## src/rtl/riscv_mtimer_pkg.sv

```systemverilog
// Register map indices and CTRL field offsets for the riscv_mtimer block.
// Latency: n/a (constants only).
// Backpressure: n/a.
package riscv_mtimer_pkg;

    localparam int MTIME_IDX = 0;
    localparam int PRESC_IDX = 1;
    localparam int CTRL_IDX  = 2;
    localparam int CMP_BASE  = 3;

    // CTRL layout: channel enables from bit 0, pending flags from bit 16.
    localparam int CTRL_EN_LSB   = 0;
    localparam int CTRL_PEND_LSB = 16;

    // PERIOD registers follow the CMP bank, so their base moves with NUM_CMP.
    function automatic int period_base(input int num_cmp);
        return CMP_BASE + num_cmp;
    endfunction

endpackage

```

## src/rtl/riscv_mtimer_cmp_ch.sv

```systemverilog
// One compare channel: CMP register, optional PERIOD/pending reload logic, compare.
// Latency: irq_nxt is combinational; the top registers it (one edge after the condition).
// Backpressure: none; register writes are accepted every cycle.
//
// Ports: clk/rst, en (current enable), mtime, cmp_we + wdata (CMP write),
//        reload build only: period_we, pend_clr (write-1-to-clear strobe), en_nxt, period;
//        outputs cmp, pending (flag readable via CTRL), irq_nxt (next irq level).
// Optional feature: RISCV_MTIMER_AUTORELOAD_EN adds PERIOD and sticky pending flags.
module riscv_mtimer_cmp_ch #(
    parameter int MXLEN = 64
) (
    input  logic             clk,
    input  logic             rst,
    input  logic             en,
    input  logic [MXLEN-1:0] mtime,
    input  logic             cmp_we,
    input  logic [MXLEN-1:0] wdata,
`ifdef RISCV_MTIMER_AUTORELOAD_EN
    input  logic             period_we,
    input  logic             pend_clr,
    input  logic             en_nxt,
    output logic [MXLEN-1:0] period,
`endif
    output logic [MXLEN-1:0] cmp,
    output logic             pending,
    output logic             irq_nxt
);

    logic cond;

    assign cond = en && (mtime >= cmp);

`ifdef RISCV_MTIMER_AUTORELOAD_EN
    logic reload;
    logic pend_d;

    assign reload = cond && (period != '0);
    // A reload in the same cycle as a software clear keeps the flag set.
    assign pend_d = reload || (pending && !pend_clr);
    // PERIOD=0 falls back to the plain level interrupt.
    assign irq_nxt = (period == '0) ? cond : (pend_d && en_nxt);

    always_ff @(posedge clk or posedge rst) begin
        if (rst) begin
            cmp     <= '1;
            period  <= '0;
            pending <= 1'b0;
        end else begin
            // A software write to CMP overrides the automatic advance.
            if (cmp_we)
                cmp <= wdata;
            else if (reload)
                cmp <= cmp + period;
            if (period_we)
                period <= wdata;
            pending <= pend_d;
        end
    end
`else
    assign pending = cond;
    assign irq_nxt = cond;

    always_ff @(posedge clk or posedge rst) begin
        if (rst)
            cmp <= '1;
        else if (cmp_we)
            cmp <= wdata;
    end
`endif

endmodule

```

## src/rtl/riscv_mtimer.sv

```systemverilog
// Machine timer: prescaled 64-bit MTIME, NUM_CMP masked compare channels, register port.
// Latency: writes land at the edge; reads are combinational; irq one edge after the condition.
// Backpressure: none; one register access per cycle, always accepted.
//
// Ports: i_riscv_mtimer_clk/rst (async active-high), wren/rden/regsel/wdata register port,
//        o_riscv_mtimer_rdata (0 when idle or unmapped), o_riscv_mtimer_time (MTIME),
//        o_riscv_mtimer_irq (per channel, registered), o_riscv_mtimer_irq_any (registered OR).
// Optional feature: define RISCV_MTIMER_AUTORELOAD_EN for PERIOD auto-reload and W1C pending.
module riscv_mtimer
    import riscv_mtimer_pkg::*;
#(
    parameter int MXLEN    = 64,
    parameter int NUM_CMP  = 4,
    parameter int PRESC_W  = 16,
    parameter int REGSEL_W = $clog2(3 + 2 * NUM_CMP)
) (
    input  logic                i_riscv_mtimer_clk,
    input  logic                i_riscv_mtimer_rst,
    input  logic                i_riscv_mtimer_wren,
    input  logic                i_riscv_mtimer_rden,
    input  logic [REGSEL_W-1:0] i_riscv_mtimer_regsel,
    input  logic [MXLEN-1:0]    i_riscv_mtimer_wdata,
    output logic [MXLEN-1:0]    o_riscv_mtimer_rdata,
    output logic [MXLEN-1:0]    o_riscv_mtimer_time,
    output logic [NUM_CMP-1:0]  o_riscv_mtimer_irq,
    output logic                o_riscv_mtimer_irq_any
);

    localparam int PERIOD_BASE = period_base(NUM_CMP);

    logic                clk;
    logic                rst;
    logic [PRESC_W-1:0]  prescale_q;
    logic [PRESC_W-1:0]  presc_cnt_q;
    logic [MXLEN-1:0]    mtime_q;
    logic [NUM_CMP-1:0]  en_q;
    logic [NUM_CMP-1:0]  en_nxt;
    logic [NUM_CMP-1:0]  irq_q;
    logic [NUM_CMP-1:0]  irq_nxt;
    logic [NUM_CMP-1:0]  pending;
    logic                irq_any_q;
    logic                tick;
    logic                presc_we;
    logic                mtime_we;
    logic                ctrl_we;
    logic [NUM_CMP-1:0]  cmp_we;
    logic [MXLEN-1:0]    cmp_val [NUM_CMP];
`ifdef RISCV_MTIMER_AUTORELOAD_EN
    logic [NUM_CMP-1:0]  period_we;
    logic [NUM_CMP-1:0]  pend_clr;
    logic [MXLEN-1:0]    period_val [NUM_CMP];
`endif

    assign clk = i_riscv_mtimer_clk;
    assign rst = i_riscv_mtimer_rst;

    assign presc_we = i_riscv_mtimer_wren && (i_riscv_mtimer_regsel == REGSEL_W'(PRESC_IDX));
    assign mtime_we = i_riscv_mtimer_wren && (i_riscv_mtimer_regsel == REGSEL_W'(MTIME_IDX));
    assign ctrl_we  = i_riscv_mtimer_wren && (i_riscv_mtimer_regsel == REGSEL_W'(CTRL_IDX));

    // The prescaler counter never exceeds PRESCALE because a PRESCALE write clears it.
    assign tick   = (presc_cnt_q == prescale_q);
    assign en_nxt = ctrl_we ? i_riscv_mtimer_wdata[CTRL_EN_LSB +: NUM_CMP] : en_q;

    always_ff @(posedge clk or posedge rst) begin
        if (rst) begin
            prescale_q  <= '0;
            presc_cnt_q <= '0;
            mtime_q     <= '0;
            en_q        <= '0;
            irq_q       <= '0;
            irq_any_q   <= 1'b0;
        end else begin
            if (presc_we)
                prescale_q <= i_riscv_mtimer_wdata[PRESC_W-1:0];
            if (presc_we || tick)
                presc_cnt_q <= '0;
            else
                presc_cnt_q <= presc_cnt_q + PRESC_W'(1);
            // A write replaces MTIME outright; the coincident tick is consumed, not deferred.
            if (mtime_we)
                mtime_q <= i_riscv_mtimer_wdata;
            else if (tick)
                mtime_q <= mtime_q + MXLEN'(1);
            en_q      <= en_nxt;
            irq_q     <= irq_nxt;
            irq_any_q <= |irq_nxt;
        end
    end

    for (genvar k = 0; k < NUM_CMP; k++) begin : g_ch
        assign cmp_we[k] = i_riscv_mtimer_wren &&
                           (i_riscv_mtimer_regsel == REGSEL_W'(CMP_BASE + k));
`ifdef RISCV_MTIMER_AUTORELOAD_EN
        assign period_we[k] = i_riscv_mtimer_wren &&
                              (i_riscv_mtimer_regsel == REGSEL_W'(PERIOD_BASE + k));
        assign pend_clr[k]  = ctrl_we && i_riscv_mtimer_wdata[CTRL_PEND_LSB + k];
`endif

        riscv_mtimer_cmp_ch #(
            .MXLEN(MXLEN)
        ) u_ch (
            .clk      (clk),
            .rst      (rst),
            .en       (en_q[k]),
            .mtime    (mtime_q),
            .cmp_we   (cmp_we[k]),
            .wdata    (i_riscv_mtimer_wdata),
`ifdef RISCV_MTIMER_AUTORELOAD_EN
            .period_we(period_we[k]),
            .pend_clr (pend_clr[k]),
            .en_nxt   (en_nxt[k]),
            .period   (period_val[k]),
`endif
            .cmp      (cmp_val[k]),
            .pending  (pending[k]),
            .irq_nxt  (irq_nxt[k])
        );
    end

    // Without the reload feature PERIOD indices fall through and read as 0.
    always_comb begin
        o_riscv_mtimer_rdata = '0;
        if (i_riscv_mtimer_rden) begin
            if (i_riscv_mtimer_regsel == REGSEL_W'(MTIME_IDX))
                o_riscv_mtimer_rdata = mtime_q;
            if (i_riscv_mtimer_regsel == REGSEL_W'(PRESC_IDX))
                o_riscv_mtimer_rdata = MXLEN'(prescale_q);
            if (i_riscv_mtimer_regsel == REGSEL_W'(CTRL_IDX)) begin
                o_riscv_mtimer_rdata[CTRL_EN_LSB +: NUM_CMP]   = en_q;
                o_riscv_mtimer_rdata[CTRL_PEND_LSB +: NUM_CMP] = pending;
            end
            for (int k = 0; k < NUM_CMP; k++) begin
                if (i_riscv_mtimer_regsel == REGSEL_W'(CMP_BASE + k))
                    o_riscv_mtimer_rdata = cmp_val[k];
`ifdef RISCV_MTIMER_AUTORELOAD_EN
                if (i_riscv_mtimer_regsel == REGSEL_W'(PERIOD_BASE + k))
                    o_riscv_mtimer_rdata = period_val[k];
`endif
            end
        end
    end

    assign o_riscv_mtimer_time    = mtime_q;
    assign o_riscv_mtimer_irq     = irq_q;
    assign o_riscv_mtimer_irq_any = irq_any_q;

endmodule

```

## config.mk

```make
export PLATFORM = sky130hd
export DESIGN_NAME = riscv_mtimer
export DESIGN_NICKNAME = d
export VERILOG_FILES = /design/src/rtl/riscv_mtimer_pkg.sv /design/src/rtl/riscv_mtimer_cmp_ch.sv /design/src/rtl/riscv_mtimer.sv
export SDC_FILE = /design/constraint.sdc
export NUM_CORES = 1
export LEC_CHECK = 0
export CORE_ASPECT_RATIO = 1.25
export CORE_MARGIN = 5
export CORE_UTILIZATION = 30
export CTS_CLUSTER_DIAMETER = 50
export CTS_CLUSTER_SIZE = 24
export DETAILED_ROUTE_END_ITERATION = 16
export DONT_BUFFER_PORTS = 1
export PLACE_DENSITY = 0.45
export SYNTH_ARGS = -nofsm -noshare
export SYNTH_HDL_FRONTEND = slang
export SYNTH_SLANG_ARGS = --single-unit
```

## constraint.sdc

```tcl
create_clock -name i_riscv_mtimer_clk -period 14.3 [get_ports i_riscv_mtimer_clk]
set_input_delay 3.575 -clock i_riscv_mtimer_clk [delete_from_list [all_inputs] [get_ports i_riscv_mtimer_clk]]
set_output_delay 3.575 -clock i_riscv_mtimer_clk [all_outputs]
set_load 0.05 [all_outputs]
```

**Word level (Yosys, flattened, before mapping)**

Cells that the tools add are included.

- Logic and storage cells: 50
- Output and inout bits: 133
- Bits in read-only memories: 0
- Latch bits: 0
- Memories kept: 0
- RAM bits: 0
- Bits in registers: 361
- Input port bits: 72

- Reduce and logical (&&, ||, !) cells: 15
- Bitwise gates (word level): 0
- Multiplexer cells: 12
- Eq/ne operators: 7
- Shifts and indexed selects: 0
- Magnitude comparators: 4
- $add $sub $neg: 2
- Multipliers: 0
- Div/mod/pow operators: 0

Operators with widths:

| operator | number |
|---|---|
| $mux W64 | 9 |
| $ge A64 B64 Y1 | 4 |
| $add A64 B1 Y64 const B | 1 |
| $add A16 B1 Y16 const B | 1 |
| $eq A16 B16 Y1 | 1 |
| $mux W16 | 1 |
| $eq A4 B3 Y1 const B | 3 |
| $logic_and A1 B1 Y1 | 11 |
| $eq A4 B2 Y1 const B | 2 |
| $mux W4 | 2 |
| $eq A4 B1 Y1 const B | 1 |
| $logic_not A4 Y1 | 1 |
| $reduce_or A4 Y1 | 1 |
| $reduce_bool A2 Y1 | 1 |
| $logic_or A1 B1 Y1 | 1 |

**Logic depth before layout (Yosys ltp)**

Gate-level depths: netlist (run 1).

- Depth in word-level cells: 9
- Gate-level depth with buffers: 9
- Gate-level depth less buffers: 9

**Cells and area by module**

Synthesis (run 1) repeated with hierarchy kept, for this count alone.

- Cell total of the unflattened synthesis: 2697
- Area, all modules: 23407.4 µm²

By module, submodules not included:

| module | sequential area each (µm²) | area an instance (µm²) | cells an instance | instances |
|---|---|---|---|---|
| riscv_mtimer_cmp_ch | 1681.6 | 3923.8 | 436 | 4 |
| riscv_mtimer | 2627.5 | 7712.4 | 953 | 1 |

**Worst setup path before layout (run 1)**

OpenSTA, ideal clock, no wires.

- Kind: input -> output
- Start point: input i_riscv_mtimer_regsel[2]
- End point: output o_riscv_mtimer_rdata[34]
- Buffers on the path: 3
- Path slack: 4.500 ns
- Cell stages on the path: 8
- Arrival time: 6.225 ns
- Data required time: 10.725 ns
- Path through: clkbuf_1 nand2b_1 or3b_2 clkbuf_1 buf_1 o22ai_1 a221oi_1 a21boi_0

- Cells in the longest elaborated chain, start to end: 8
- Elaborated cells on any way between the ends: 13
- Classes of those cells: eq/ne (5); mux (7); reduce/logical (1)

RTL lines:

| element | RTL line | source |
|---|---|---|
| start: declaration | riscv_mtimer.sv:21 | `input logic [REGSEL_W-1:0] i_riscv_mtimer_regsel,` |
| $logic_not A4 Y1 | riscv_mtimer.sv:125 | `if (i_riscv_mtimer_regsel == REGSEL_W'(MTIME_IDX))` |
| $mux W64 | riscv_mtimer.sv:125 |  |
| $mux W64 | riscv_mtimer.sv:127 | `if (i_riscv_mtimer_regsel == REGSEL_W'(PRESC_IDX))` |
| $mux W64 (3 in a row) | riscv_mtimer.sv:134 | `if (i_riscv_mtimer_regsel == REGSEL_W'(CMP_BASE + k))` |
| $mux W64 * | riscv_mtimer.sv:134 |  |
| $mux W64 * | riscv_mtimer.sv:124 | `if (i_riscv_mtimer_rden) begin` |
| end: declaration | riscv_mtimer.sv:23 | `output logic [MXLEN-1:0] o_riscv_mtimer_rdata,` |

Mark *: on every way between the ends. The rest lies on a longest branch, timed or not.

**Final worst setup path (run 1)**

- Start point: input i_riscv_mtimer_regsel[3]
- End point: output o_riscv_mtimer_rdata[19]

- Cells in the longest elaborated chain, start to end: 9
- Elaborated cells on any way between the ends: 15
- Classes of those cells: eq/ne (6); mux (8); reduce/logical (1)

RTL lines:

| element | RTL line | source |
|---|---|---|
| $logic_not A4 Y1 | riscv_mtimer.sv:125 |  |
| $mux W64 | riscv_mtimer.sv:125 |  |
| $mux W64 | riscv_mtimer.sv:127 |  |
| $mux W4 | riscv_mtimer.sv:129 | `if (i_riscv_mtimer_regsel == REGSEL_W'(CTRL_IDX)) begin` |
| $mux W64 (3 in a row) | riscv_mtimer.sv:134 |  |
| $mux W64 * | riscv_mtimer.sv:134 |  |
| $mux W64 * | riscv_mtimer.sv:124 |  |

Marks and branches as above.

==> results.sh, run 1 <==
export IMPL_core_um2=78700
export IMPL_clk_path_buf_depth=3
export IMPL_postCtsSetupBuffers=0
export IMPL_placed_cell_area_um2=25200
export IMPL_synthToLayoutAreaGrowth_pct=14.0
export IMPL_utilization_pct=34.5
export IMPL_h_tree_depth=2
export IMPL_hpwl_um=62100
export IMPL_final_hold_violation_count=0
export IMPL_power_density_nw_per_um2=171
export IMPL_wl_per_cell_um=24.6
export IMPL_crit_type="primary input to primary output"
export IMPL_setup_violations_final=0
export IMPL_overflow=0
export IMPL_drt_met1_wl_um=35100
export IMPL_drive_gt1_share_pct=29.4
export IMPL_syn_nets=2713
export IMPL_dr_first_iter_drc_count=1046
export IMPL_clock_latency_ns=0.63
export IMPL_rows=115
export IMPL_fmax_mhz=101
export IMPL_dpl_worst_slack_ns=4.42
export IMPL_antennaDiodeCount=0
export IMPL_hold_buffers=0
export IMPL_numCtsBuffers=57
export IMPL_fin_skew_ns=0.0197
export IMPL_post_cts_resized=0
export IMPL_via_per_inst=5.34
export IMPL_antenna_found_initial=0
export IMPL_startpoint_type="primary input"
export IMPL_wl_met2_um=42600
export IMPL_finalInstanceArea_um2=27200
export IMPL_io_buffers=0
export IMPL_die_x_um=262
export IMPL_ys_seq_elements=361
export IMPL_die_area_um2=85200
export IMPL_drc=0
export IMPL_fp_dieH_um=325
export IMPL_grt_pass1_vias=19613
export IMPL_firstDrtPassIters=6
export IMPL_fin_setup_tns_ns=0
export IMPL_synth_area_leader_cell="dfstp_2"
export IMPL_maxCapViolations=0
export IMPL_vias=18646
export IMPL_cp_arrival_ns=6.32
export IMPL_synth_top_flop_cell="dfstp_2"
export IMPL_synth_area_leaders="dfstp_2 (28%), ha_1 (14%), mux2_2 (13%), dfrtp_1 (11%), inv_1 (4.2%)"
export IMPL_synth_async_sr_flop_share_pct=100
export IMPL_wl_met3_um=5080
export IMPL_fin_crit_sh_pct=69.2
export IMPL_root_buffer="clkbuf_16"
export IMPL_seq_area_um2=9350
export IMPL_fin_nets=2720
export IMPL_ir_drop_mv=0.113
export IMPL_synth_warnings=0
export IMPL_cts_tree="done"
export IMPL_syn_area_um2=23800
export IMPL_fillers=8060
export IMPL_grt_start_max_net_pins=84
export IMPL_p_leak_uw=0.0113
export IMPL_end_kind="primary output"
export IMPL_slew_viol_final=0
export IMPL_avgSynthCellArea_um2=10.0
export IMPL_grt_pass1_wl_um=129000
export IMPL_ys_types=68
export IMPL_setup_slack_ns=4.41
export IMPL_worst_slew_pin_slew_ns=1.25
export IMPL_wirelength_um=85800
export IMPL_clkTransAtPathRegs_ns=0.06
export IMPL_crit_fanout=37
export IMPL_hold_class="flip-flop to flip-flop"
export IMPL_slew_limit_headroom_pct=16.4
export IMPL_clkSinkCount=361
export IMPL_grt_setup_unrepaired="no"
export IMPL_synth_edff_count=0
export IMPL_status="finished clean"
export IMPL_multiInputGateArea_um2=13200
export IMPL_initial_utilization_pct=30.3
export IMPL_drtAntennaViolNets=0
export IMPL_crit_required_ns=10.72
export IMPL_yosysSeqAreaShare_pct=39.3
export IMPL_grt_use_total_pct=19.8
export IMPL_io_pins=205
export IMPL_fin_crit_ns=9.89
export IMPL_synth_top_cell_area_share_pct=28.2
export IMPL_top_layer_used="met4"
export IMPL_gp_congestion=0.864
export IMPL_synthCells=2383
==> logic make-up (layout without fill, tap and decap cells) <==
family | count (synthesis) | in the layout | share of synthesized area (%)
flip-flops | 361 | 361 | 39.3
buffers and inverters | 363 | 419 | 5.75
adder cells (fa/ha/maj) | 258 | 258 | 13.5
multiplexers | 286 | 286 | 13.5
AND/OR/NAND/NOR | 540 | 540 | 11.4
XOR/XNOR | 93 | 93 | 3.42
AO/OA/AOI/OAI | 482 | 482 | 13.2
==> sequential cells by signal (all words and copies together), names as in the netlist <==
register	flops
o_riscv_mtimer_time	64
prescale_q	16
en_q	4
g_ch.u_ch.cmp	256
presc_cnt_q	16
o_riscv_mtimer_irq_any	1
o_riscv_mtimer_irq	4
==> synth_stat cells, types with 6 or more instances <==
master and instances:
clkbuf_1 81, nor2b_1 9, buf_1 10, and2_1 11
nand2_1 204, a21oi_1 102, nand3_1 65, dfstp_2 256
o21ai_0 111, ha_1 258, and3_1 17, a22oi_1 6
a221oi_1 69, o22ai_1 48, xor2_1 32, nor2_1 85
mux2_2 281, o21ai_1 9, a211oi_1 14, a21boi_0 58
xnor2_1 61, a21o_1 19, nor3_1 32, inv_1 267
nand4_1 57, and4_1 15, nor4_2 9, dfrtp_1 105
==> worst max-delay path, stage by stage <==
cell and delay, ns:
nand2b_1 0.21, or2_2 0.43, buf_4 0.58, o221ai_1 0.23
a211o_1 0.30, o32ai_2 0.95
==> through the flow <==
stage | instances | power, uW | hold WS, ns
floorplan | 2383 | 2740 | 0.487
global placement | 3384 | 3210 | 0.541
detailed placement | 3384 | 3250 | 0.549
CTS | 3492 | 4720 | 0.564
global route | 3492 | 4970 | 0.591
finish | 3492 | 4660 | 0.561
==> layer usage <==
| metal | track usage [%] | vias up |
|---|---|---|
| li1 | - | 8600 |
| met1 | 24.1 | 9393 |
| met2 | 34.4 | 485 |
| met5 | 0 | - |
| met3 | 4.50 | 168 |
| met4 | 6.70 | 0 |
==> report_power, final <==
part	switching [uW]	leakage (uW)	internal [uW]
clock	597	0.000958	834
combinational	783	0.00641	586
sequential	470	0.00396	1390
==> placed cells by master, fill, tap and decap left out, types with 8 or more instances in the layout <==
cell type,instances
nor2b_1,9
nor4_2,8
inv_1,266
o22ai_1,48
nor3_1,30
o21ai_1,9
a21oi_1,102
and3_1,16
ha_1,258
nor2_1,84
nand3_1,65
nand2_1,200
a211oi_1,14
dfstp_2,256
a221oi_1,69
and2_1,10
o21ai_0,111
xnor2_1,61
a21o_1,19
buf_4,44
dfrtp_1,105
nand4_1,57
inv_6,13
mux2_2,281
xor2_1,32
a21boi_1,52
and4_1,15
clkbuf_16,59
==> final timing paths <==
kind / startpoint / end / slack [ns] / depth (start not counted)
max in group asynchronous: i_riscv_mtimer_rst / o_riscv_mtimer_time[52] / 9.26 / 3
worst min register to register: en_q[1] / en_q[1] / 0.56 / 1
min in group asynchronous: i_riscv_mtimer_rst / o_riscv_mtimer_time[25] / 2.88 / 1
worst min-delay path: en_q[1] / en_q[1] / 0.56 / 1
worst max-delay path: i_riscv_mtimer_regsel[3] / o_riscv_mtimer_rdata[19] / 4.41 / 6
worst max register to register: o_riscv_mtimer_time[0] / o_riscv_mtimer_irq_any / 9.77 / 9
==> final cells by class <==
type / instances / share of cell area (%)
Tap cell: 1053 / 4.85
Clock buffer: 65 / 5.63
Inverter: 267 / 3.72
Timing Repair Buffer: 44 / 1.22
Clock inverter: 43 / 1.65
Sequential cell: 361 / 34.4
Multi-Input combinational cell: 1659 / 48.5
(Power assumes the default switching activity.)
==> inputs of run 2 (changes only) <==
PLACE_DENSITY = 0.46   (was 0.45)
clock period = 8.65 ns   (was 14.3 ns; I/O delays follow)
==> run 2 against run 1 <==
Compared with the run above: routed wire length down 0.73%; register-to-register slack lost 5.3 ns; critical path depth stayed put; flip-flop and latch count unchanged; via count decreased by 0.40%; cell area down 0.17%; critical path type unchanged.
==> results.sh, run 2 (same netlist as run 1, synthesis figures left out) <==
export IMPL_layout_commonest_cell="mux2_2"
export IMPL_drc=0
export IMPL_reg2regPathDepth=8
export IMPL_wirelength_um=85200
export IMPL_end_kind="primary output"
export IMPL_h_tree_depth=2
export IMPL_grt_setup_unrepaired="no"
export IMPL_dr_first_iter_drc_count=1141
export IMPL_final_hold_violation_count=0
export IMPL_vias=18572
export IMPL_die_area_um2=85200
export IMPL_gp_congestion=0.880
export IMPL_overflow=0
export IMPL_grt_use_total_pct=19.6
export IMPL_initial_utilization_pct=30.3
export IMPL_antennaDiodeCount=0
export IMPL_whs_endpoint="en_q[3]"
export IMPL_slew_viol_final=0
export IMPL_wl_per_cell_um=24.4
export IMPL_post_cts_resized=0
export IMPL_hold_buffers=0
export IMPL_ir_drop_mv=0.159
export IMPL_drive_gt1_share_pct=29.5
export IMPL_layout_common_cells="mux2_2 (281), inv_1 (266), ha_1 (258), dfstp_2 (256), nand2_1 (200)"
export IMPL_p_leak_uw=0.0113
export IMPL_grt_pass1_vias=19497
export IMPL_cts_tree="done"
export IMPL_hold_class="flip-flop to flip-flop"
export IMPL_fmax_mhz=145
export IMPL_hold_path_depth=1
export IMPL_utilization_pct=34.4
export IMPL_placed_cell_area_um2=25300
export IMPL_hpwl_um=62000
export IMPL_grt_start_max_net_pins=163
export IMPL_die_x_um=262
export IMPL_slew_limit_headroom_pct=15.6
export IMPL_postCtsSetupBuffers=0
export IMPL_setup_violations_final=0
export IMPL_crit_type="primary input to primary output"
export IMPL_crit_required_ns=6.49
export IMPL_core_um2=78700
export IMPL_fin_skew_ns=0.0236
export IMPL_largest_register_ffs=256
export IMPL_fin_crit_sh_pct=79.7
export IMPL_top_register="g_ch.u_ch.cmp"
export IMPL_clk_path_buf_depth=3
export IMPL_startpoint_type="primary input"
export IMPL_via_per_inst=5.31
export IMPL_fin_crit_ns=6.90
export IMPL_fin_setup_tns_ns=0
export IMPL_dpl_worst_slack_ns=1.78
export IMPL_synthToLayoutAreaGrowth_pct=13.8
export IMPL_rows=115
export IMPL_r2r_end="o_riscv_mtimer_irq_any"
export IMPL_numCtsBuffers=53
export IMPL_setup_slack_ns=1.75
export IMPL_grt_pass1_wl_um=128000
export IMPL_power_density_nw_per_um2=279
export IMPL_status="finished clean"
export IMPL_r2r_slack_ns=4.47
export IMPL_drtAntennaViolNets=0
export IMPL_finalInstanceArea_um2=27100
export IMPL_firstDrtPassIters=6
export IMPL_io_pins=205
export IMPL_clkSinkCount=361
export IMPL_worstHoldStart="en_q[3]"
export IMPL_io_buffers=0
export IMPL_maxCapViolations=0
export IMPL_crit_fanout=31
export IMPL_antenna_found_initial=0
export IMPL_fp_dieH_um=325
export IMPL_clkTransAtPathRegs_ns=0.06
export IMPL_worst_slew_pin_slew_ns=1.26
export IMPL_cp_arrival_ns=4.74
export IMPL_root_buffer="clkbuf_16"
export IMPL_r2r_start="o_riscv_mtimer_time[17]"
export IMPL_clock_latency_ns=0.61
export IMPL_fin_nets=2730
-- run 2: cell types whose count changed in the layout (fill, tap and decap cells not counted), moves of 3 or more --
cell	delta
clkbuf_16	-6
inv_8	-6
clkinvlp_4	+3
buf_4	+12
-- run 2: how the worst max path moves through the flow --
stage	cells past startpoint	slack, ns	start	to
final	6	1.75	i_riscv_mtimer_regsel[3]	o_riscv_mtimer_rdata[49]
after global routing	8	1.60	o_riscv_mtimer_time[5]	o_riscv_mtimer_rdata[18]
after CTS	8	1.71	o_riscv_mtimer_time[5]	o_riscv_mtimer_rdata[18]
after detailed placement	6	1.78	i_riscv_mtimer_regsel[3]	o_riscv_mtimer_rdata[49]
after global placement	6	1.82	i_riscv_mtimer_regsel[3]	o_riscv_mtimer_rdata[49]
after floorplan	8	1.68	i_riscv_mtimer_regsel[2]	o_riscv_mtimer_rdata[34]
-- run 2: stage by stage --
| step | instances | total power, uW | hold slack [ns] |
|---|---|---|---|
| after global placement | 3398 | 5310 | 0.522 |
| after floorplan | 2383 | 4540 | 0.487 |
| after global routing | 3497 | 8080 | 0.567 |
| final | 3497 | 7580 | 0.545 |
| after detailed placement | 3398 | 5380 | 0.529 |
| after CTS | 3497 | 7660 | 0.543 |
-- run 2: power breakdown --
group	switching [uW]	internal, uW	total, uW
clock network	922	1300	2230
logic	1340	983	2330
registers	733	2290	3030
-- run 2: worst max-delay path, stage by stage --
cell      delay, ns
nand2b_1       0.21
or3b_2         0.76
buf_4          0.38
o22ai_1        0.20
a221oi_1       0.07
a21boi_1       0.90
-- run 2: cell type report --
cell class / count / area [um^2]
inverter: 267 / 1010
clock inverter: 39 / 412
fill: 8008 / 51600
multi-input combinational: 1659 / 13200
timing repair buffer: 58 / 460
tap: 1053 / 1320
sequential: 361 / 9350
clock buffer: 60 / 1390
-- run 2: per-layer routing --
layer  vias to the layer above  global-route usage [%]  part of all wire [%]
li1                       8606                       -                     -
met5                         -                       0                     0
met3                       145                    4.65                   6.8
met1                      9304                    24.6                    41
met4                         0                    6.01                   3.2
met2                       517                    33.6                    49
